==> src/rtl/circuito_decodificador_funcionalidade.sv <==
// Registered 3-bit functionality code to one-hot select decoder; holds the line until DONE. Optional watchdog: DECOD_FUNC_TIMEOUT_EN.
// Latency: LOAD/DONE sampled at edge N -> outputs change right after edge N; all outputs registered.
// Backpressure: LOAD is ignored while BUSY; requesters must wait for BUSY low before the next LOAD.
module circuito_decodificador_funcionalidade #(
  parameter int TIMEOUT = 100
) (
  input  logic       clk,
  input  logic       rst,
  input  logic       LOAD,
  input  logic [2:0] CF,
  input  logic       DONE,
  output logic       A,
  output logic       B,
  output logic       C,
  output logic       D,
  output logic       E,
  output logic       F,
  output logic       G,
  output logic       BUSY,
  output logic       ACK,
  output logic       ERR
);

  typedef enum logic {IDLE, ACTIVE} state_t;

  localparam logic [7:0] TO_LAST = 8'(TIMEOUT - 1);

  state_t     state;
  logic [6:0] sel;  // {A..G}; doubles as the latched code in one-hot form

  function automatic logic [6:0] decode(input logic [2:0] c);
    case (c)
      3'b100:  decode = 7'b1000000;
      3'b010:  decode = 7'b0100000;
      3'b110:  decode = 7'b0010000;
      3'b001:  decode = 7'b0001000;
      3'b101:  decode = 7'b0000100;
      3'b011:  decode = 7'b0000010;
      3'b111:  decode = 7'b0000001;
      default: decode = 7'b0000000;
    endcase
  endfunction

`ifdef DECOD_FUNC_TIMEOUT_EN
  logic [7:0] cnt;
`else
  logic unused_timeout;
  assign unused_timeout = ^TO_LAST;
`endif

  always_ff @(posedge clk) begin
    if (rst) begin
      state <= IDLE;
      sel   <= 7'b0;
      BUSY  <= 1'b0;
      ACK   <= 1'b0;
      ERR   <= 1'b0;
`ifdef DECOD_FUNC_TIMEOUT_EN
      cnt   <= 8'd0;
`endif
    end else begin
      ACK <= 1'b0;
      ERR <= 1'b0;
      case (state)
        IDLE: begin
          if (LOAD) begin
            if (CF == 3'b000) begin
              ERR <= 1'b1;
            end else begin
              state <= ACTIVE;
              sel   <= decode(CF);
              BUSY  <= 1'b1;
              ACK   <= 1'b1;
`ifdef DECOD_FUNC_TIMEOUT_EN
              cnt   <= 8'd0;
`endif
            end
          end
        end
        ACTIVE: begin
          // DONE has priority over a simultaneous watchdog expiry
          if (DONE) begin
            state <= IDLE;
            sel   <= 7'b0;
            BUSY  <= 1'b0;
          end
`ifdef DECOD_FUNC_TIMEOUT_EN
          else if (cnt == TO_LAST) begin
            state <= IDLE;
            sel   <= 7'b0;
            BUSY  <= 1'b0;
            ERR   <= 1'b1;
          end else begin
            cnt <= cnt + 8'd1;
          end
`endif
        end
        default: begin
          state <= IDLE;
          sel   <= 7'b0;
          BUSY  <= 1'b0;
        end
      endcase
    end
  end

  assign {A, B, C, D, E, F, G} = sel;

endmodule

==> config.mk <==
export PLATFORM = sky130hd
export DESIGN_NAME = circuito_decodificador_funcionalidade
export DESIGN_NICKNAME = d
export VERILOG_FILES = /design/src/rtl/circuito_decodificador_funcionalidade.sv
export SDC_FILE = /design/constraint.sdc
export NUM_CORES = 1
export LEC_CHECK = 0
export CORE_UTILIZATION = 30
export DETAILED_ROUTE_END_ITERATION = 16
export PLACE_DENSITY = 0.65
export SLEW_MARGIN = 25
export SYNTH_ARGS = -nofsm -noshare
export SYNTH_HDL_FRONTEND = slang
export SYNTH_SLANG_ARGS = --single-unit
==> constraint.sdc <==
create_clock -name clk -period 1.5 [get_ports clk]
set_input_delay 0.3 -clock clk [delete_from_list [all_inputs] [get_ports clk]]
set_output_delay 0.3 -clock clk [all_outputs]
set_load 0.01 [all_outputs]
# After elaboration in Yosys (flattened, before gate mapping)
# Index checks and enable logic that the tools add are counted.
# word_totals
ff_bits	11
wordCells	35
in_bits	7
# op_classes
eq_ne	10
n_mux	14
n_reduce_logical	4
bitwise	2
# op_table
cell	n
case mux 7 bit (7 select lines)	1
2-to-1 mux 7 bit	3
case mux 7 bit (2 select lines)	1
equality test 3 bit, second input constant	4
2-to-1 mux 1 bit	7
equality test 3 x 2 -> 1 bit, second input constant	2
inequality test 2 bit, second input constant	3
case mux 1 bit (2 select lines)	2
equality test 3 x 1 -> 1 bit, second input constant	1
zero test 3 bit	1
AND reduction 3 bit	1
OR reduction 3 bit	1
inverter 1 bit	2
OR reduction 2 bit	1

# Longest topological paths before layout
# Gate-level depths: netlist of the first run.
# logic_depth
word_depth	5
mapped_depth	3
depth_no_buf	3

# Worst setup path before layout of the first run
# Ideal clock, no wire load.
# synth_timing
kind	input-to-reg
from	input CF[0]
to	register sel[0]
slack_ps	298
stages	3
setup_ps	92
arrival_time_ps	1110
path_buffers	0
cell_sequence	or3_4 -> a22o_4 -> o32ai_1
# synth_via
elab_chain_len	5
# synth_lines
item	line	text
start, declared	10	input logic [2:0] CF,
equality test 3 bit, or another cell as far along	32	case (c)
case mux 7 bit (7 select lines)	32	
2-to-1 mux 7 bit	67	if (CF == 3'b000) begin
2-to-1 mux 7 bit	66	if (LOAD) begin
case mux 7 bit (2 select lines)	64	case (state)
end signal, assigned	71	sel <= decode(CF);
end, declared	29	logic [6:0] sel;
# Several ways; a longest one is shown, not always the timed one. The select of a mux whose other input is x is not followed.
# A chain may end at the register's enable or synchronous reset.

# Final worst setup path of the first run
# layout_timing
from	input CF[0]
to	register sel[6]
# The elaborated chain is that of the path after synthesis.

==> flow_summary.toml, run 1 <==
[setup_path]
required_ps = 1670
end_kind = "flop"
critPathKind = "in -> reg"
worstPathArrival_ps = 1630
path_delay_family = "compound AO/OA/AOI/OAI gates"
critPathBufInv = 1
crit_fanout = 7
critPathMaxStageDelay_ps = 430
worst_setup_path_start_kind = "input pin"
path_cells = "clkdlybuf4s50_1 > or3_4 > a22o_4 > o32ai_1"
cp_slowest_cell = "clkdlybuf4s50_1"

[yosys]
synthAdderAreaFrac = 0
synth_area_um2 = 438
synth_xor_area_frac = 0
avgSynthCellArea_um2 = 10.2
synth_cells = 43
synth_compound_area_frac = 0.220
ys_types = 16
syn-num-nets = 50
synthSimpleGateAreaFrac = 0.209
synth-seq-area-share = 0.503
yosysWarnings = 0
synth_top_family_by_area = "compound AO/OA/AOI/OAI gates"
ys_ff_latch = 11
synth_mux_area_frac = 0

[timing]
fmax_mhz = 681
period_share = 0.979
setup_viol = 0
layout_min_cycle_time_ps = 1470
hold_violations = 0
layout_setup_ws_ps = 30.9
tightest_slew_ps = 235
skew_ps = 3.91
rsz0062_at_grt = "yes"
slew_viol_final = 0
fin_setup_tns_ps = 0
maxSlewHeadroom = 0.843
hold_slack_ps = 477

[hold_path]
hold_path.class = "reg -> reg"

[routing]
post-route-drc-count = 0
dr.pass1.iters = 4
avgRoutedWirePerCell_um = 10.9
antenna_left = 0
dr_total_vias = 380
drt_iter0_drc = 10
routed_wl_um = 873
viasPerCell = 4.75

[clock_network]
post_cts_buffers = 0
clkTransAtPathRegs_ps = 60
cts_tree = "yes"
worst_skew_pair.late_latency_ps = 260
h-tree-depth = 1
numClockSinks = 11
cts_buffer_depth = 2
cts_buffers = 3
cts_root_buffer = "clkbuf_4"

[pwr]
vdd_drop_max_mv = 0.396
power_density_mw_per_mm2 = 909
p_leak_uw = 0.000246
power.total_uw = 604

[grt]
first_global_vias = 297
grt_usage = 0.140
gr-total-overflow = 0
grt_antenna_before_repair = 0
grt_max_degree = 12
grt_pass1_wl_um = 1420

[placed_design]
portBuffers = 16
dp_slack_ps = -260
gp_congestion = 0.804
hpwlAfterDp_um = 666
dpl_cell_area_um2 = 636

[cells_and_area]
antenna_cells = 0
final_area_um2 = 664
area_delta_synth_final_pct = 51.7
fin_nets = 73
drive_gt1_frac = 0.200

[die]
die_area_mm2 = 0.00162
die_h_um = 40.2
ios = 17
initial_core_util = 0.328
die_w_um = 40.2
row_count = 13
coreArea_mm2 = 0.00133

[job]
cap_violations = 0

[run_status]
outcome = "completed"
metrics by stage:
stage / util / instances
after floorplan: - / 43
after global placement: 0.477 / 76
after detailed placement: 0.477 / 76
after CTS: 0.496 / 80
after global routing: 0.498 / 80
final: 0.498 / 80
flip-flops by register name, indices dropped and copies added (netlist names):
| register | cells |
|---|---|
| ACK | 1 |
| BUSY | 1 |
| ERR | 1 |
| sel | 7 |
| state | 1 |
power by group:
group / internal, uW / switching (uW) / leakage [uW]
logic: 54.9 / 42.2 / 0.000141
clock network: 103 / 93.6 / 0.0000150
registers: 304 / 6.60 / 0.0000897
tightest hold or removal path, stage by stage (launching register included):
cell,delay [ps]
dfxtp_1,310
inv_1,40
o32ai_1,80
path summary, 6_finish.rpt:
kind,cells past startpoint,end,slack (ps),startpoint
setup / recovery,4,sel[6],30,CF[0]
hold / removal,2,sel[1],480,sel[1]
setup reg to reg,3,sel[6],410,state
hold reg to reg,2,sel[1],480,sel[1]
area by class of cell:
type,count,area (um2)
fill,131,669
sequential,11,220
multi-input combinational,24,188
timing repair buffer,19,185
clock buffer,4,26.3
inverter,7,26.3
tap,15,18.8
cells in the final DEF, fill, tap and decap left out, drive strengths merged:
cell / instances
or3b: 2
nand2b: 2
dlymetal6s2s: 1
buf: 3
nor2b: 1
clkdlybuf4s50: 15
nor2: 2
o32ai: 7
o21ai: 1
clkbuf: 4
or3: 2
inv: 7
nand3b: 2
dfxtp: 11
nand2: 3
a22o: 1
a21oi: 1
cells by family after synthesis:
family	after synthesis
AO/OA/AOI/OAI	10
flip-flops	11
AND/OR/NAND/NOR	14
buffers and inverters	8
layer usage:
metal	routed length [um]	track usage
met1	439	0.211
met2	359	0.153
met5	0	0
met4	16	0.125
met3	57	0.0333
repair_timing:
item | 4_1_cts | 5_1_grt
hold buffers | 0 | 0
resized for setup | 0 | 1
setup endpoints to repair | 0 | 4
cell usage after synthesis:
master / instances / area share
or3_4: 1 / 0.026
a22o_4: 1 / 0.040
inv_1: 7 / 0.060
or3_2: 1 / 0.017
nand3b_1: 2 / 0.034
nand2_1: 3 / 0.026
nand2b_1: 2 / 0.029
a21oi_1: 1 / 0.011
dfxtp_1: 11 / 0.50
nor2b_2: 1 / 0.020
nor2_1: 2 / 0.017
buf_1: 1 / 0.0086
o21ai_0: 1 / 0.011
or3b_2: 2 / 0.040
o32ai_1: 6 / 0.12
o32ai_2: 1 / 0.037
(Power assumes the default switching activity.)
==> run 2: changes to the inputs <==
- CELL_PAD_IN_SITES_DETAIL_PLACEMENT: default -> 1
- CELL_PAD_IN_SITES_GLOBAL_PLACEMENT: default -> 2
- CORE_UTILIZATION: 30 -> 23
- PLACE_DENSITY: 0.65 -> 0.78
==> run 2 against run 1 <==
  * Largest cell class unchanged
  * Register-to-register slack gained 30 ps
  * Critical path type is now reg -> out
  * Critical endpoint is now E
  * Sequential share of layout area shrank 0.37 points
  * Die area grew 29%
==> flow_summary.toml, run 2 (synthesis results as in run 1) <==
[setup_path]
cp_slowest_cell = "clkdlybuf4s50_1"
worstPathArrival_ps = 1150
reg2reg_slack_ps = 440
end_kind = "output port"
reg2reg_depth = 3
worst_setup_path_start_kind = "flop"
r2r-start = "state"
rr_endpoint = "sel[2]"
critPathKind = "reg -> out"
path_cells = "clkdlybuf4s50_1"
required_ps = 1200
path_delay_family = "buffers and inverters"
critPathBufInv = 1
crit_fanout = 2
critPathMaxStageDelay_ps = 540

[grt]
grt_pass1_wl_um = 1620
grtUsageMet2 = 0.157
grt_max_degree = 10
grt_antenna_before_repair = 0
first_global_vias = 354
grt_usage = 0.118
grtUsageMet1 = 0.155
grt.busiest_layer = "met2"
grt.met3_usage = 0.0476
gr-total-overflow = 0

[cells_and_area]
area_delta_synth_final_pct = 53.4
regMostFlops = "sel"
antenna_cells = 0
multiInputGateArea_um2 = 188
largest_reg_flops = 7
drive_gt1_frac = 0.188
final_common_cell = "clkdlybuf4s50_1"
fin_nets = 72
fillers = 227
final-seq-area_um2 = 220
fin_cells = 89
mostFrequentLayoutCells = "clkdlybuf4s50_1 (14), dfxtp_1 (11), inv_1 (7)"

[die]
row_count = 15
ios = 17
coreArea_mm2 = 0.00176
die_area_mm2 = 0.00208
die_w_um = 45.6
die_h_um = 45.6
initial_core_util = 0.248

[timing]
maxSlewHeadroom = 0.856
rsz0062_at_grt = "no"
period_share = 0.965
tightest_slew_ps = 215
setup_viol = 0
fmax_mhz = 691
layout_min_cycle_time_ps = 1450
slew_viol_final = 0
hold_violations = 0
skew_ps = 2.50

[clock_network]
clkTransAtPathRegs_ps = 80
post_cts_buffers = 0
ctsResizeCount = 0
worst_skew_pair.late_latency_ps = 260
h-tree-depth = 1
ctsHoldBuffers = 0
numClockSinks = 11
cts_tree = "yes"
cts_buffers = 3
cts_root_buffer = "clkbuf_4"
cts_buffer_depth = 2

[routing]
viasPerCell = 4.51
dr_total_vias = 401
antenna_left = 0
routed_wl_um = 1050
drt_iter0_drc = 7
post-route-drc-count = 0
avgRoutedWirePerCell_um = 11.8
dr.pass1.iters = 2

[placed_design]
hpwlAfterDp_um = 797
portBuffers = 16
gp_congestion = 0.727
dp_cells = 85

[pwr]
vdd_drop_max_mv = 0.315
power.total_uw = 612
p_leak_uw = 0.000241
power_density_mw_per_mm2 = 910

[job]
cap_violations = 0

[hold_path]
hold_path.class = "in -> reg"
hold_path_depth = 3
hp-start = "CF[1]"
hold-path-endpoint = "ERR"

[run_status]
outcome = "completed"
-- run 2: worst max-delay path by stage --
| stage | startpoint | to | cells past startpoint |
|---|---|---|---|
| CTS | CF[0] | sel[6] | 4 |
| finish | sel[2] | E | 1 |
| global placement | CF[1] | sel[6] | 4 |
| global route | BUSY | BUSY | 1 |
| floorplan | CF[0] | sel[0] | 3 |
| detailed placement | CF[1] | sel[4] | 4 |
-- run 2: metal layers --
layer	vias to the layer above	routed length, um
li1	196	-
met1	194	514
met2	9	492
met3	2	29
met4	0	14
met5	-	0
-- run 2: through the flow --
step,area [um2],TNS (ps),hold WS [ps],setup WS (ps),utilization
3_3_place_gp,641,-1590,474,-242,0.363
3_5_place_dp,641,-1670,473,-251,0.363
6_report,672,0,442,52.2,0.381
2_1_floorplan,438,0,481,298,-
5_1_grt,672,0,454,3.84,0.381
4_1_cts,667,0,483,12.6,0.378
-- run 2: layout make-up --
cell class | instances | share of cell area
clock buffer | 4 | 0.0391
inverter | 7 | 0.0391
multi-input combinational | 24 | 0.279
sequential | 11 | 0.328
tap | 25 | 0.0466
timing repair buffer | 18 | 0.268
-- run 2: worst min-delay path, stage by stage --
cell,delay [ps]
dlymetal6s2s_1,160
or3_2,170
nor2_1,40
-- run 2: power breakdown --
group | leakage [uW] | switching (uW) | internal [uW] | total, uW
sequential | 0.0000897 | 6.84 | 304 | 311
clock | 0.0000150 | 102 | 103 | 205
combinational | 0.000137 | 43.8 | 52.7 | 96.5
total | 0.000241 | 153 | 459 | 612
==> run 3: changes to the inputs <==
- SLEW_MARGIN: 25 -> default
==> results of run 3 <==
Final layout, timing and power as in run 2 (identical DEF).
